<file path="config.mk">
export PLATFORM = sky130hd
export DESIGN_NAME = percept_pkt_rx
export DESIGN_NICKNAME = d
export VERILOG_FILES = /design/src/rtl/percept_pkt_pkg.sv /design/src/rtl/pkt_payload_buf.sv /design/src/rtl/percept_pkt_rx.sv
export SDC_FILE = /design/constraint.sdc
export NUM_CORES = 1
export LEC_CHECK = 0
export BUFFER_PORTS_ARGS = -buffer_cell sky130_fd_sc_hd__clkbuf_2
export CAP_MARGIN = 40
export CORE_MARGIN = 3
export CORE_UTILIZATION = 36
export DETAILED_ROUTE_END_ITERATION = 6
export HOLD_SLACK_MARGIN = 0.02
export PLACE_DENSITY = 0.5
export SYNTH_ARGS = -nofsm -noshare
export SYNTH_HDL_FRONTEND = slang
export SYNTH_HIERARCHICAL = 1
export SYNTH_SLANG_ARGS = --single-unit
</file>
<file path="constraint.sdc">
create_clock -name clk -period 4.3 [get_ports clk]
set_input_delay 0.215 -clock clk [delete_from_list [all_inputs] [get_ports clk]]
set_output_delay 0.215 -clock clk [all_outputs]
set_load 0.02 [all_outputs]
</file>
<file path="src/rtl/percept_pkt_pkg.sv">
// Shared constants and the frame-parser state encoding for the percept packet receiver.
package percept_pkt_pkg;

  localparam logic [7:0] SYNC_BYTE = 8'hA5;

  localparam logic [1:0] ERR_LEN     = 2'd1;
  localparam logic [1:0] ERR_CSUM    = 2'd2;
  localparam logic [1:0] ERR_TIMEOUT = 2'd3;

  typedef enum logic [2:0] {
    IDLE,
    ADDR,
    CMD,
    LEN,
    PAYLOAD,
    CSUM,
    DRAIN
  } state_e;

endpackage

</file>
<file path="src/rtl/pkt_payload_buf.sv">
// Payload register file: one synchronous write port, one combinational read port.
// Written one byte per cycle; no backpressure; read data follows rd_idx in the same cycle.
module pkt_payload_buf #(
  parameter int MAX_LEN = 16
) (
  input  logic                       clk,
  input  logic                       wr_en,
  input  logic [$clog2(MAX_LEN)-1:0] wr_idx,
  input  logic [7:0]                 wr_dat,
  input  logic [$clog2(MAX_LEN)-1:0] rd_idx,
  output logic [7:0]                 rd_dat
);

  logic [7:0] mem_q [MAX_LEN];
  logic [7:0] mem_d [MAX_LEN];

  always_comb begin
    mem_d = mem_q;
    if (wr_en) mem_d[wr_idx] = wr_dat;
  end

  // Contents are only read after being written in the same frame, so no reset.
  always_ff @(posedge clk) begin
    mem_q <= mem_d;
  end

  assign rd_dat = mem_q[rd_idx];

endmodule

</file>
<file path="src/rtl/percept_pkt_rx.sv">
// Frame parser: SYNC ADDR CMD LEN PAYLOAD CSUM -> checked payload beats; pkt_ok/first beat one cycle after CSUM.
// in_ready drops only while draining; PKT_STATS_EN adds saturating ok_cnt/err_cnt outputs.
module percept_pkt_rx
  import percept_pkt_pkg::*;
#(
  parameter int MAX_LEN     = 16,
  parameter int TIMEOUT_CYC = 100000
) (
  input  logic                       clk,
  input  logic                       rst,
  input  logic                       in_valid,
  input  logic [7:0]                 in_data,
  output logic                       in_ready,
  output logic                       out_valid,
  input  logic                       out_ready,
  output logic [7:0]                 out_addr,
  output logic [7:0]                 out_cmd,
  output logic [$clog2(MAX_LEN)-1:0] out_idx,
  output logic [7:0]                 out_data,
  output logic                       out_last,
  output logic                       pkt_ok,
  output logic                       pkt_err,
  output logic [1:0]                 err_code
`ifdef PKT_STATS_EN
  ,
  output logic [15:0]                ok_cnt,
  output logic [15:0]                err_cnt
`endif
);

  localparam int IW = $clog2(MAX_LEN);
  localparam int TW = $clog2(TIMEOUT_CYC + 1);

  state_e        state_q, state_d;
  logic [7:0]    addr_q, addr_d, cmd_q, cmd_d, len_q, len_d, sum_q, sum_d;
  logic [IW-1:0] cnt_q, cnt_d, idx_q, idx_d;
  logic [TW-1:0] timer_q, timer_d;
  logic          ok_q, ok_d, err_q, err_d;
  logic [1:0]    code_q, code_d;
  logic          acc, in_frame, last_beat, wr_en;
  logic [7:0]    sum_nx, rd_dat;

  assign in_ready  = (state_q != DRAIN);
  assign acc       = in_valid & in_ready;
  assign in_frame  = state_q inside {ADDR, CMD, LEN, PAYLOAD, CSUM};
  assign sum_nx    = sum_q + in_data;
  assign last_beat = (9'(idx_q) == 9'(len_q) - 9'd1);

  always_comb begin
    state_d = state_q;
    addr_d  = addr_q;
    cmd_d   = cmd_q;
    len_d   = len_q;
    sum_d   = sum_q;
    cnt_d   = cnt_q;
    idx_d   = idx_q;
    code_d  = code_q;
    ok_d    = 1'b0;
    err_d   = 1'b0;
    wr_en   = 1'b0;
    timer_d = (in_frame && !acc) ? timer_q + TW'(1) : '0;

    case (state_q)
      IDLE: if (acc && in_data == SYNC_BYTE) begin
        state_d = ADDR;
        sum_d   = '0;
      end
      ADDR: if (acc) begin
        addr_d  = in_data;
        sum_d   = sum_nx;
        state_d = CMD;
      end
      CMD: if (acc) begin
        cmd_d   = in_data;
        sum_d   = sum_nx;
        state_d = LEN;
      end
      LEN: if (acc) begin
        len_d = in_data;
        sum_d = sum_nx;
        cnt_d = '0;
        if (in_data == 8'd0) begin
          state_d = CSUM;
        end else if (32'(in_data) > MAX_LEN) begin
          state_d = IDLE;
          err_d   = 1'b1;
          code_d  = ERR_LEN;
        end else begin
          state_d = PAYLOAD;
        end
      end
      PAYLOAD: if (acc) begin
        wr_en = 1'b1;
        sum_d = sum_nx;
        cnt_d = cnt_q + IW'(1);
        if (9'(cnt_q) == 9'(len_q) - 9'd1) state_d = CSUM;
      end
      CSUM: if (acc) begin
        if (sum_nx == 8'd0) begin
          ok_d    = 1'b1;
          idx_d   = '0;
          state_d = (len_q == 8'd0) ? IDLE : DRAIN;
        end else begin
          err_d   = 1'b1;
          code_d  = ERR_CSUM;
          state_d = IDLE;
        end
      end
      DRAIN: if (out_ready) begin
        if (last_beat) begin
          state_d = IDLE;
          idx_d   = '0;
        end else begin
          idx_d = idx_q + IW'(1);
        end
      end
      default: state_d = IDLE;
    endcase

    // An accepted byte on the expiry cycle keeps the frame alive.
    if (in_frame && !acc && timer_q == TW'(TIMEOUT_CYC - 1)) begin
      state_d = IDLE;
      err_d   = 1'b1;
      code_d  = ERR_TIMEOUT;
    end
  end

  always_ff @(posedge clk) begin
    if (rst) begin
      state_q <= IDLE;
      addr_q  <= '0;
      cmd_q   <= '0;
      len_q   <= '0;
      sum_q   <= '0;
      cnt_q   <= '0;
      idx_q   <= '0;
      timer_q <= '0;
      ok_q    <= 1'b0;
      err_q   <= 1'b0;
      code_q  <= '0;
    end else begin
      state_q <= state_d;
      addr_q  <= addr_d;
      cmd_q   <= cmd_d;
      len_q   <= len_d;
      sum_q   <= sum_d;
      cnt_q   <= cnt_d;
      idx_q   <= idx_d;
      timer_q <= timer_d;
      ok_q    <= ok_d;
      err_q   <= err_d;
      code_q  <= code_d;
    end
  end

  pkt_payload_buf #(.MAX_LEN(MAX_LEN)) u_buf (
    .clk    (clk),
    .wr_en  (wr_en),
    .wr_idx (cnt_q),
    .wr_dat (in_data),
    .rd_idx (idx_q),
    .rd_dat (rd_dat)
  );

  assign out_valid = (state_q == DRAIN);
  assign out_last  = out_valid & last_beat;
  assign out_data  = out_valid ? rd_dat : 8'd0;
  assign out_idx   = idx_q;
  assign out_addr  = addr_q;
  assign out_cmd   = cmd_q;
  assign pkt_ok    = ok_q;
  assign pkt_err   = err_q;
  assign err_code  = code_q;

`ifdef PKT_STATS_EN
  logic [15:0] ok_cnt_q, ok_cnt_d, err_cnt_q, err_cnt_d;

  always_comb begin
    ok_cnt_d  = ok_cnt_q;
    err_cnt_d = err_cnt_q;
    if (ok_q && ok_cnt_q != 16'hFFFF)   ok_cnt_d  = ok_cnt_q + 16'd1;
    if (err_q && err_cnt_q != 16'hFFFF) err_cnt_d = err_cnt_q + 16'd1;
  end

  always_ff @(posedge clk) begin
    if (rst) begin
      ok_cnt_q  <= '0;
      err_cnt_q <= '0;
    end else begin
      ok_cnt_q  <= ok_cnt_d;
      err_cnt_q <= err_cnt_d;
    end
  end

  assign ok_cnt  = ok_cnt_q;
  assign err_cnt = err_cnt_q;
`endif

endmodule

</file>
==> metrics.yaml <==
status:
  status: "finished clean"
drt:
  num_vias: 5506
  wirelength_um: 19900
  drc: 0
  wl_per_cell_um: 19.1
  detail-route-antenna-nets: 0
  firstDrtPassIters: 7
  viasPerCell: 5.28
  dr.first_iter.drc_count: 417
worst_setup_path:
  arrival_ps: 2690
  worstSetupStartpoint: "out_idx[0]$_SDFFE_PP0P_"
  r2r_start: "sum_q[0]$_SDFFE_PP0P_"
  crit_fanout: 15
  worstSetupEndpointType: "output port"
  cp.required_ps: 4090
  crit_type: "flip-flop to output port"
  cp-start-kind: "flip-flop"
grt:
  grt_max_degree: 34
  grt_pass1_vias: 5418
  grt_antenna_before_repair: 0
  grt_use_total_pct: 15.8
  grt_remaining_overflow: 0
  grt_pass1_wl_um: 31300
sta:
  hold_ws_ps: 307
  max-slew-margin-rel_pct: 51.7
  post-route-min-period_ps: 2910
  tightestPinTransition_ps: 722
  setup-violations-final: 0
  period_share_pct: 67.6
  clock.fmax_ghz: 0.344
  hold_viol_final: 0
  setup_tns_ps: 0
  finClkSkew_ps: 14.0
  slew_violations: 0
  rsz0062_at_grt: "no"
  finalWorstSetupSlack_ps: 1390
floorplan:
  io_pins: 47
  die_area_um2: 25700
  core_area_um2: 23000
  die_w_um: 160
  fp-row-count: 55
  die_h_um: 160
  initial_utilization_pct: 37.3
final_layout:
  utilization_pct: 42.5
  n_antenna_cell: 0
  syn_to_final_growth_pct: 14.2
  nFillCells: 2180
  layout-drive-gt1-share_pct: 19.6
  nets: 740
synthesis:
  ys_seq_area_share_pct: 59.9
  synth_fa_ha_area_share_pct: 1.84
  syn-num-nets: 678
  synth-main-ff-cell: "edfxtp_1"
  synth_seq_cells: 192
  synth-compound-area-share_pct: 7.41
  synth_top_family_by_area: "simple AND/OR/NAND/NOR gates"
  synth_edf_count: 128
  ys_async_sr_fraction_pct: 0
  yosysWarnings: 6
  syn_area_per_cell_um2: 13.1
  netlist_instances: 654
  yosys.area_share.simple_pct: 14.1
  synth.area.mux_share_pct: 11.3
  synth_area_um2: 8560
  synth_cell_types: 69
  synth-xor-area-share_pct: 3.07
placement:
  dpl.hpwl_um: 13200
  io_buffers: 46
  gp_congestion: 0.860
  pre_cts_slack_ps: 1100
clock_network:
  cts.clk_slew.worst_paths_ps: 70
  cts_num_sinks: 192
  clockBufferDepth: 2
  post_cts_resized: 0
  cts_tree: "yes"
  cts_made_buffers: 17
  htreeDepth: 4
  postCtsHoldBufs: 0
  insertion_delay_ps: 430
  clockRootBuffer: "clkbuf_16"
  post_cts_buffers: 0
hold_path:
  worstHoldPathType: "input pin to flip-flop"
  hp-start: "in_data[2]"
pwr:
  power_density_nw_per_um2: 387
  p_leak_nw: 3.22
  total_power_mw: 3.78
  ir_worst_vdd_v: 0.000212
run:
  cap_violations: 0
-- synth_stat cells, drive strengths merged, types with 2 or more instances --
master	n	share of area, %
buf	13	1.0
o21ai	15	0.88
nor3	21	1.3
xnor2	17	1.7
o31ai	6	0.58
and4b	2	0.23
a211oi	2	0.29
a21o	2	0.18
o211ai	2	0.18
nand3	14	0.82
nor2	67	2.9
xor2	13	1.3
clkdlybuf4s25	3	0.35
a31oi	4	0.44
nor4	8	0.83
mux4	32	9.0
or2	2	0.15
and3	4	0.29
nor3b	4	0.35
or3	7	0.57
inv	12	0.53
and2	12	0.89
nor4b	3	0.38
o22ai	2	0.15
nor2b	5	0.37
ha	11	1.6
nand4	7	0.51
edfxtp	128	45
nand2b	9	0.66
nand3b	5	0.48
nand2	54	2.4
clkbuf	13	0.57
a22oi	19	1.7
dfxtp	64	15
mux2i	19	2.2
or4	3	0.31
a21oi	36	2.2
-- cell type report --
type / instances / area, um^2 / share of cell area [%]
Timing Repair Buffer: 72 / 425 / 4.35
Inverter: 12 / 45.0 / 0.461
Tap cell: 313 / 392 / 4.01
Clock inverter: 14 / 123 / 1.25
Clock buffer: 18 / 429 / 4.39
Sequential cell: 192 / 5130 / 52.4
Multi-Input combinational cell: 421 / 3240 / 33.1
-- critical path, cell delays in order (launching register included) --
cell and delay (ps):
dfxtp_2 630, buf_4 400, mux4_1 590, a22oi_1 190
nand2_1 100, and2_1 170, clkbuf_2 160
-- routing by layer --
layer | up-vias | wire length, um | global-route usage, %
met1 | 2763 | 9440 | 21.7
met3 | 16 | 596 | 2.96
met5 | - | 0 | 0
met4 | 0 | 298 | 4.46
li1 | 2610 | - | -
met2 | 117 | 9600 | 25.9
-- worst paths after layout --
path | endpoint | slack, ps | depth (start not counted)
worst max register to register | out_idx[3]$_SDFFE_PP0P_ | 1470 | 9
worst min-delay path | u_buf/mem_q[74]$_DFFE_PP_ | 310 | 2
worst max-delay path | out_data[0] | 1390 | 6
worst min register to register | sum_q[0]$_SDFFE_PP0P_ | 460 | 2
-- state kept, by name, indices dropped and copies added (netlist names) --
signal / flops
sum_q: 8
err_code: 2
pkt_err: 1
pkt_ok: 1
timer_q: 17
out_addr: 8
len_q: 8
out_cmd: 8
cnt_q: 4
u_buf/mem_q: 128
state_q: 3
out_idx: 4
-- metrics by stage --
step	cells	cell area (um^2)
floorplan	654	8560
global placement	1000	9150
detailed placement	1010	9220
CTS	1042	9780
global route	1042	9780
finish	1042	9780
-- logic make-up (layout without fill, tap and decap cells) --
kind of cell | Yosys count | after routing
and+or+nand+nor | 233 | 233
DFF | 192 | 192
AOI/OAI and AO/OA | 95 | 95
muxes | 51 | 51
buffers and inverters | 41 | 116
xor gates and xnor gates | 30 | 30
adders and majority gates | 12 | 12
-- report_power, final --
part | internal [mW] | switching [mW] | leakage (nW)
Clock | 0.759 | 0.721 | 0.259
Sequential | 1.98 | 0.0348 | 1.67
Combinational | 0.0982 | 0.186 | 1.30
-- placed cells by master (no fill, tap or decap), types with 17 or more instances in the layout --
cell / netlist / final
a21oi_1: 33 / 33
nor3_1: 19 / 17
nor2_1: 67 / 67
mux4_2: 18 / 18
dfxtp_1: 64 / 63
clkbuf_2: 0 / 46
buf_4: 2 / 26
a22oi_1: 19 / 19
clkbuf_16: 0 / 17
mux2i_1: 19 / 19
xnor2_1: 17 / 17
nand2_1: 54 / 54
edfxtp_1: 128 / 128
(Power assumes the default switching activity.)
